**src/rtl/sr_cmd_driver_if.sv**
```systemverilog
// ----------------------------------------------------------------------------
// sr_cmd_driver_if
//   Request/response bundle between a requester and sr_cmd_driver.
//
//   req_valid  requester -> driver  a target level is presented on req_level
//   req_level  requester -> driver  target level (1 = set, 0 = reset)
//   req_ready  driver -> requester  driver accepts a request this cycle
//   done       driver -> requester  one-cycle completion strobe
//   mismatch   driver -> requester  qualified by done: readback != target
//
//   modport master : requester side
//   modport slave  : driver side
// ----------------------------------------------------------------------------
interface sr_cmd_driver_if;
  logic req_valid;
  logic req_level;
  logic req_ready;
  logic done;
  logic mismatch;

  modport master (
    output req_valid,
    output req_level,
    input  req_ready,
    input  done,
    input  mismatch
  );

  modport slave (
    input  req_valid,
    input  req_level,
    output req_ready,
    output done,
    output mismatch
  );
endinterface

```
**src/rtl/sr_cmd_driver.sv**
```systemverilog
// ----------------------------------------------------------------------------
// sr_cmd_driver
//   Drives an external SR flop to a requested level. A request whose level
//   already matches the readback completes immediately. Otherwise a set or
//   reset pulse is held for PULSE_CYCLES, the flop is left alone for
//   SETTLE_CYCLES, and the readback is then sampled and compared against the
//   target. Any failed readback latches err_sticky until reset.
//
// Ports
//   clk        clock, all state changes on the rising edge
//   rst        synchronous active-high reset
//   req        request/response bundle (slave modport)
//   q_in       readback of the SR flop output
//   s, r       registered set/reset commands to the SR flop
//   err_sticky latched readback failure, cleared only by rst
//   busy       high whenever the FSM is not idle
// ----------------------------------------------------------------------------
module sr_cmd_driver #(
  parameter int unsigned PULSE_CYCLES  = 2,
  parameter int unsigned SETTLE_CYCLES = 3
) (
  input  logic              clk,
  input  logic              rst,
  sr_cmd_driver_if.slave    req,
  input  logic              q_in,
  output logic              s,
  output logic              r,
  output logic              err_sticky,
  output logic              busy
);

  typedef enum logic [1:0] {
    ST_IDLE   = 2'd0,
    ST_PULSE  = 2'd1,
    ST_SETTLE = 2'd2,
    ST_RESP   = 2'd3
  } state_t;

  // Counters hold "cycles remaining minus one" so zero marks the last cycle.
  localparam logic [7:0] PULSE_LOAD  = 8'(PULSE_CYCLES - 1);
  localparam logic [7:0] SETTLE_LOAD = 8'(SETTLE_CYCLES - 1);

  state_t     state_q, state_d;
  logic [7:0] cnt_q, cnt_d;
  logic       level_q, level_d;
  logic       s_q, s_d;
  logic       r_q, r_d;
  logic       done_q, done_d;
  logic       mismatch_q, mismatch_d;
  logic       err_q, err_d;

  // State and output registers; reset forces every command and strobe low.
  always_ff @(posedge clk) begin
    if (rst) begin
      state_q    <= ST_IDLE;
      cnt_q      <= 8'd0;
      level_q    <= 1'b0;
      s_q        <= 1'b0;
      r_q        <= 1'b0;
      done_q     <= 1'b0;
      mismatch_q <= 1'b0;
      err_q      <= 1'b0;
    end else begin
      state_q    <= state_d;
      cnt_q      <= cnt_d;
      level_q    <= level_d;
      s_q        <= s_d;
      r_q        <= r_d;
      done_q     <= done_d;
      mismatch_q <= mismatch_d;
      err_q      <= err_d;
    end
  end

  // Next-state and next-output logic. Outputs are computed for the state
  // being entered, so s/r/done line up with PULSE/RESP cycles exactly.
  always_comb begin
    state_d    = state_q;
    cnt_d      = cnt_q;
    level_d    = level_q;
    s_d        = 1'b0;
    r_d        = 1'b0;
    done_d     = 1'b0;
    mismatch_d = 1'b0;
    err_d      = err_q;

    case (state_q)
      ST_IDLE: begin
        if (req.req_valid) begin
          level_d = req.req_level;
          if (req.req_level == q_in) begin
            // Already at target: report success without touching the flop.
            state_d = ST_RESP;
            done_d  = 1'b1;
          end else begin
            state_d = ST_PULSE;
            cnt_d   = PULSE_LOAD;
            // s and r are complementary here, never both high.
            s_d     = req.req_level;
            r_d     = ~req.req_level;
          end
        end else begin
          state_d = ST_IDLE;
        end
      end

      ST_PULSE: begin
        if (cnt_q == 8'd0) begin
          state_d = ST_SETTLE;
          cnt_d   = SETTLE_LOAD;
        end else begin
          cnt_d = cnt_q - 8'd1;
          s_d   = level_q;
          r_d   = ~level_q;
        end
      end

      ST_SETTLE: begin
        if (cnt_q == 8'd0) begin
          // q_in is only looked at on this edge; earlier wiggles are ignored.
          state_d    = ST_RESP;
          done_d     = 1'b1;
          mismatch_d = (q_in != level_q);
          err_d      = err_q | (q_in != level_q);
        end else begin
          cnt_d = cnt_q - 8'd1;
        end
      end

      ST_RESP: begin
        state_d = ST_IDLE;
      end

      default: begin
        state_d = ST_IDLE;
        cnt_d   = 8'd0;
      end
    endcase
  end

  assign req.req_ready = (state_q == ST_IDLE);
  assign req.done      = done_q;
  assign req.mismatch  = mismatch_q;
  assign s             = s_q;
  assign r             = r_q;
  assign err_sticky    = err_q;
  assign busy          = (state_q != ST_IDLE);

endmodule

```
**src/flat_wrapper.sv**
```systemverilog
// flat-port wrapper written by rule: the top's interface ports become plain ports
module sr_cmd_driver_flat 
#(
  parameter int unsigned PULSE_CYCLES  = 2,
  parameter int unsigned SETTLE_CYCLES = 3
)
  (clk, rst, q_in, s, r, err_sticky, busy, req_req_valid, req_req_level, req_req_ready, req_done, req_mismatch);
  sr_cmd_driver_if req_i ();
  input  logic clk;
  input  logic rst;
  input  logic q_in;
  output logic s;
  output logic r;
  output logic err_sticky;
  output logic busy;
  input wire logic [$bits(req_i.req_valid)-1:0] req_req_valid;
  input wire logic [$bits(req_i.req_level)-1:0] req_req_level;
  output wire logic [$bits(req_i.req_ready)-1:0] req_req_ready;
  output wire logic [$bits(req_i.done)-1:0] req_done;
  output wire logic [$bits(req_i.mismatch)-1:0] req_mismatch;
  assign req_i.req_valid = req_req_valid;
  assign req_i.req_level = req_req_level;
  assign req_req_ready = req_i.req_ready;
  assign req_done = req_i.done;
  assign req_mismatch = req_i.mismatch;
  sr_cmd_driver #(.PULSE_CYCLES(PULSE_CYCLES), .SETTLE_CYCLES(SETTLE_CYCLES)) u_core (.clk(clk), .rst(rst), .req(req_i), .q_in(q_in), .s(s), .r(r), .err_sticky(err_sticky), .busy(busy));
endmodule
```
**config.mk**
```make
export PLATFORM = sky130hd
export DESIGN_NAME = sr_cmd_driver_flat
export DESIGN_NICKNAME = d
export VERILOG_FILES = /design/src/rtl/sr_cmd_driver_if.sv /design/src/rtl/sr_cmd_driver.sv /design/src/flat_wrapper.sv
export SDC_FILE = /design/constraint.sdc
export NUM_CORES = 1
export LEC_CHECK = 0
export CAP_MARGIN = 20
export CORE_ASPECT_RATIO = 1.2
export CORE_MARGIN = 4
export CORE_UTILIZATION = 45
export CTS_CLUSTER_DIAMETER = 30
export DETAILED_ROUTE_END_ITERATION = 8
export PLACE_DENSITY = 0.69
export SYNTH_ARGS = -nofsm -noshare
export SYNTH_HDL_FRONTEND = slang
export SYNTH_SLANG_ARGS = --single-unit
```
**constraint.sdc**
```tcl
create_clock -name clk -period 4.5 [get_ports clk]
set_clock_uncertainty 0.1 [all_clocks]
set_input_delay 1.35 -clock clk [delete_from_list [all_inputs] [get_ports clk]]
set_output_delay 1.35 -clock clk [all_outputs]
set_load 0.01 [all_outputs]
```
==> impl_metrics.json <==
{
  "tns_ns": 0,
  "hold_end": "u_core.err_sticky",
  "rows": 17,
  "worst_ep_arrival_time_ns": 3.38,
  "r2r_cells": 6,
  "fin_crit_sh": 0.729,
  "max_cap_violations": 0,
  "synth-xor-area-share": 0.0186,
  "max_stage_delay_ns": 0.69,
  "synth_flop_cell": "dfxtp_1",
  "antenna_found_initial": 0,
  "antennaDiodeCount": 0,
  "ys.warnings.count": 0,
  "critical_path_class": "in2reg",
  "syn_area_um2": 942,
  "hold_buffers": 0,
  "synthAdderAreaFrac": 0.0797,
  "tightest_slew_ns": 0.850,
  "clock-root-buffer": "clkbuf_4",
  "yosysTopAreaCellShare": 0.340,
  "fmax_mhz": 305,
  "seqCellArea_um2": 320,
  "die_h_um": 58.1,
  "r2r_end": "u_core.cnt_q[3]",
  "slew_headroom": 0.430,
  "grt_pass1_vias": 750,
  "dp_slack_ns": 0.951,
  "viasPerCell": 5.85,
  "crit_buf_inv": 2,
  "synth_compound_area_frac": 0.291,
  "postLayoutCellArea_um2": 1100,
  "grt_use_total": 0.144,
  "initial_core_util": 0.492,
  "end_kind": "register",
  "path_cells": "clkdlybuf4s50_1, inv_1, ha_1, o21ai_1, a311oi_2, a21boi_1",
  "postCtsSetupBuffers": 0,
  "fin_crit_ns": 3.28,
  "hp-start": "u_core.err_sticky",
  "synthArstFlopShare": 0,
  "cp_max_fo": 12,
  "synth-simple-area-share": 0.220,
  "yosys_register_bits": 16,
  "setup_slack_ns": 1.22,
  "fin_util": 0.574,
  "area_growth_pct": 16.6,
  "drtIter0Drc": 11,
  "min_path_type": "reg2reg",
  "drc": 0,
  "drt_first_pass_iters": 4,
  "cts_tree": "built",
  "synth_edf_count": 0,
  "cts_resized": 0,
  "cp-start-kind": "input pin",
  "clk_latency_ns": 0.29,
  "ant_nets": 0,
  "rsz0062_at_grt": "false",
  "wl_per_cell_um": 14.3,
  "hold_depth": 1,
  "holdWs_ns": 0.386,
  "yosysSeqAreaShare": 0.340,
  "synth.area.top_cells": "dfxtp_1 34%, ha_1 8.0%, o21a_1 4.0%, inv_1 3.6%, a21oi_1 3.2%",
  "p_leak_nw": 0.480,
  "dpl.cell_count": 133,
  "syn_nets": 117,
  "dieArea_um2": 2890,
  "drive_above_1_share": 0.0932,
  "ys_types": 40,
  "drv_slew": 0,
  "p_total_mw": 0.722,
  "grt_max_degree": 13,
  "setup_violations": 0,
  "multi_input_area_um2": 574,
  "port_buffers": 11,
  "reg2reg_from": "u_core.state_q[0]",
  "clockBufferDepth": 2,
  "grt_overflow": 0,
  "path_delay_family": "compound AO/OA/AOI/OAI gates",
  "grt_pass1_wl_mm": 3.28,
  "rrSetupSlack_ns": 2.21,
  "hold_viol_final": 0,
  "peakVddDrop_v": 0.000334,
  "synthMuxAreaShare": 0,
  "nets": 130,
  "synth_top_cell_by_area": "dfxtp_1",
  "gp_congestion": 0.731,
  "crit_slowest_cell": "o21ai_1",
  "nFillCells": 168,
  "cts_htree_levels": 1,
  "cp.required_ns": 4.60,
  "dr_total_vias": 801,
  "dp_hpwl_mm": 1.44,
  "cts_inserted_buffers": 3,
  "powerDensity_nw_per_um2": 657,
  "die-width_um": 49.8,
  "wirelength_mm": 1.96,
  "cts.clk_slew.worst_paths_ns": 0.10,
  "numClockSinks": 16,
  "syn_inst": 106,
  "avgSynthCellArea_um2": 8.89,
  "status": "completed",
  "ioPinCount": 12,
  "synth_top_family_by_area": "compound AO/OA/AOI/OAI gates",
  "core_area_um2": 1910,
  "finalNonFillerCells": 137,
  "critPathLaunch": "req_req_level",
  "place_area_um2": 1060
}
==> cell families (layout without fill, tap and decap cells) <==
group,Yosys count,in the layout
AOI/OAI and AO/OA,36,36
and+or+nand+nor,34,34
DFF,16,16
buffers and inverters,12,24
adders and majority gates,6,6
xor gates and xnor gates,2,2
==> cells in the mapped netlist, drive strengths merged, types with 2 or more instances <==
cell,n
a211o,2
a211oi,2
a21boi,3
a21o,2
a21oi,6
a311oi,2
a31oi,2
and3,2
buf,2
dfxtp,16
ha,6
inv,9
nand2,5
nand2b,3
nand3,4
nor2,8
nor3,5
o211a,2
o21a,5
o21ai,4
==> worst reg2reg max path: cells and delay by family (launching register included) <==
family          cells  cell delay (ns)
fa+ha+maj           1             0.37
compound gates      3             1.13
flops               1             0.32
simple gates        1             0.17
buf+inv             1             0.10
==> layer usage <==
layer / track usage / routed length [µm]
met4: 0.0632 / 36
met5: 0 / 0
met1: 0.183 / 927
met3: 0.0360 / 86
met2: 0.231 / 905
==> cell usage in the layout (no fill, tap or decap), types with 3 or more instances in the layout <==
master / n
o21a_1: 5
ha_1: 6
inv_1: 9
nand3_1: 3
dfxtp_1: 16
clkdlybuf4s50_1: 11
a21oi_1: 6
clkbuf_4: 3
nand2_1: 5
nor2_1: 8
nor3_1: 5
nand2b_1: 3
==> state kept, by name, indices dropped and copies added, names as in the netlist <==
signal / cells
u_core.cnt_q: 8
u_core.s: 1
u_core.r: 1
u_core.state_q: 2
u_core.err_sticky: 1
u_core.req.mismatch: 1
u_core.level_q: 1
u_core.req.done: 1
==> where the power goes <==
group	internal [mW]	total [mW]	switching, mW
sequential	0.179	0.216	0.0373
clock	0.0494	0.0979	0.0485
combinational	0.182	0.408	0.226
total	0.410	0.722	0.312
==> cell type report <==
| cell class | count | area share |
|---|---|---|
| Multi-Input combinational cell | 78 | 0.523 |
| Sequential cell | 16 | 0.292 |
| Timing Repair Buffer | 11 | 0.100 |
| Clock buffer | 4 | 0.0330 |
| Inverter | 9 | 0.0308 |
| Tap cell | 19 | 0.0216 |
==> worst max-delay path by stage <==
stage | to | slack (ns) | depth (start not counted)
4_1_cts | u_core.cnt_q[3] | 1.25 | 6
3_5_place_dp | u_core.cnt_q[3] | 0.95 | 6
3_3_place_gp | u_core.cnt_q[3] | 1.02 | 6
2_1_floorplan | u_core.cnt_q[6] | 1.92 | 6
5_1_grt | u_core.cnt_q[0] | 1.09 | 6
6_report | u_core.cnt_q[3] | 1.22 | 6
Note: power is estimated with default switching activity, not from simulation.
==> RTL change: new RTL, same flow settings <==
Re-encode `state_t` (4 states) as one-hot, 4 bits wide.
--- a/src/rtl/sr_cmd_driver.sv
+++ b/src/rtl/sr_cmd_driver.sv
@@ -29,11 +29,11 @@
   output logic              busy
 );
 
-  typedef enum logic [1:0] {
-    ST_IDLE   = 2'd0,
-    ST_PULSE  = 2'd1,
-    ST_SETTLE = 2'd2,
-    ST_RESP   = 2'd3
+  typedef enum logic [3:0] {
+    ST_IDLE   = 4'b0001,
+    ST_PULSE  = 4'b0010,
+    ST_SETTLE = 4'b0100,
+    ST_RESP   = 4'b1000
   } state_t;
 
   // Counters hold "cycles remaining minus one" so zero marks the last cycle.
Behaviour: same outputs for any inputs over 10 cycles, from zero or initial values and one cycle with rst high; not proved beyond that.
==> RTL change against the original RTL <==
Worst setup slack worse by 0.13 ns; final cell count is 7.3% higher; sequential cell count is 2 higher; wire length is 2.8% lower; critical path depth is 3 lower; cell area is 2.5% higher; area after synthesis is 4.4% higher; register-to-register slack better by 0.37 ns; highest routed layer unchanged.
Power is not compared: it rests on default switching activity, and its combinational part moved more than twofold at a synthesized area within 25%.
==> RTL change: results (changes against the original RTL) <==
metric	value	unit	change
via_count	782		was 801
cts_buffer_depth	2		unchanged
io_buffers	11		unchanged
clkSlewWorstSetupHoldPaths	0.10	ns	about the same
antenna_found_initial	0		unchanged
arrival	1.96	ns	was 3.38 ns
status	finished clean		unchanged
hold_class	reg2reg		unchanged
synth-seq-area-share	36.6	%	was 34.0%
clock_latency	0.29	ns	about the same
top_regs	u_core.cnt_q (8), u_core.state_q (4)		was u_core.cnt_q (8), u_core.state_q (2)
drt_first_pass_iters	4		unchanged
internal-power	263	uW	
synth.net_count	115		was 117
grt_pass1_vias	758		was 750
r2r-start	u_core.cnt_q[4]		was u_core.state_q[0]
syn-instance-count	107		was 106
synth_cell_types	42		was 40
synthTopCellsByArea	dfxtp_1 (37%), nor2_1 (6.1%), xor2_1 (5.3%)		was dfxtp_1 (34%), ha_1 (8.0%), o21a_1 (4.0%)
ctsResizeCount	0		unchanged
viasPerCell	5.32		was 5.85
critPathMaxFanout	8		was 12
dr.first_iter.drc_count	14		was 11
placed_cells	144		was 133
r2r_slack	2.58	ns	was 2.21 ns
grt_max_degree	14		was 13
clock-root-buffer	clkbuf_4		unchanged
hold_viol	0		unchanged
diodes	0		unchanged
hpwl	1.41	mm	was 1.44 mm
crit_slowest_cell	clkdlybuf4s50_1		was o21ai_1
fillCellCount	214		was 168
track_usage	15.1	%	was 14.4%
async_reset_ff_share	0	%	unchanged
slew_headroom	67.0	%	was 43.0%
min_to	u_core.err_sticky		unchanged
ys_top_cells_by_count	dfxtp_1 (18), nor2_1 (16), a21oi_1 (7), inv_1 (7)		was dfxtp_1 (16), inv_1 (9), nor2_1 (8)
max_stage_delay	0.60	ns	was 0.69 ns
nets	127		was 130
whs	0.355	ns	was 0.386 ns
whs_path_depth	2		was 1
cts_setup_buffers	0		unchanged
power.leakage	0.435	nW	
yosys_warnings	0		unchanged
htree_levels	1		unchanged
drive_gt1_share	12.8	%	was 9.32%
worst_path_dominant_cell_family	buffers and inverters		was compound AO/OA/AOI/OAI gates
gp_congestion	0.740		was 0.731
synthFlopType	dfxtp_1		unchanged
r2r.worst_path.cells	5		was 6
holdCritStartpoint	u_core.err_sticky		unchanged
r2r-end	u_core.cnt_q[2]		was u_core.cnt_q[3]
wl_per_cell	12.9	microns	was 14.3 microns
ir_drop	0.000202	V	
grt_pass1_wl	3.40	mm	was 3.28 mm
antenna_left	0		unchanged
cts_buffers	3		unchanged
## RTL change: how the worst max path moves through the flow
| stage | startpoint | end | slack, ns | cells after the start |
|---|---|---|---|---|
| 6_report | u_core.state_q[0] | req_req_ready | 1.09 | 3 |
| 3_5_place_dp | req_req_level | u_core.cnt_q[5] | 1.06 | 8 |
| 5_1_grt | u_core.state_q[0] | req_req_ready | 0.95 | 3 |
| 4_1_cts | u_core.state_q[0] | req_req_ready | 1.09 | 3 |
| 3_3_place_gp | req_req_level | u_core.cnt_q[5] | 1.11 | 8 |
| 2_1_floorplan | req_req_level | u_core.cnt_q[5] | 1.70 | 7 |
## RTL change: power groups by stage
| stage | combinational (mW) | sequential [mW] | clock (mW) |
|---|---|---|---|
| global route | 0.136 | 0.196 | 0.0891 |
| global placement | 0.119 | 0.196 | 0 |
| finish | 0.122 | 0.193 | 0.0805 |
| floorplan | 0.0965 | 0.191 | 0 |
| detailed placement | 0.122 | 0.197 | 0 |
| CTS | 0.122 | 0.193 | 0.0820 |
## RTL change: logic make-up after synthesis
kind of cell | Yosys count | synth area share [%]
adders and majority gates | 3 | 3.82
and+or+nand+nor | 45 | 30.5
AOI/OAI and AO/OA | 23 | 17.2
xor gates and xnor gates | 6 | 5.34
buffers and inverters | 11 | 5.47
muxes | 1 | 1.02
DFF | 18 | 36.6
## RTL change: worst reg2reg max path, delay by kind of cell (launching register included)
family | cells | cell delay [ns]
AO/OA/AOI/OAI | 1 | 0.25
flip-flops | 1 | 0.38
AND/OR/NAND/NOR | 4 | 1.11
## RTL change: layout make-up
class | count | area share, %
Multi-Input combinational cell | 78 | 50.6
Sequential cell | 18 | 32.0
Timing Repair Buffer | 11 | 9.78
Tap cell | 30 | 3.33
Inverter | 7 | 2.33
Clock buffer | 3 | 2.00
## RTL change: per-layer routing
layer / share of wire (%) / up-vias / track usage (%) / wire length (microns)
li1: - / 402 / - / -
met1: 45 / 361 / 18.2 / 862
met2: 50 / 14 / 25.2 / 957
met3: 2.6 / 5 / 3.27 / 49
met4: 1.7 / 0 / 7.69 / 32
met5: 0 / - / 0 / 0
## RTL change: through the flow
step / area, sq um / worst slack, ns / total power, mW
after floorplan: 983 / 1.70 / 0.287
after global placement: 1100 / 1.11 / 0.316
after detailed placement: 1100 / 1.06 / 0.318
after CTS: 1130 / 1.09 / 0.397
after global routing: 1130 / 0.954 / 0.421
final: 1130 / 1.09 / 0.395
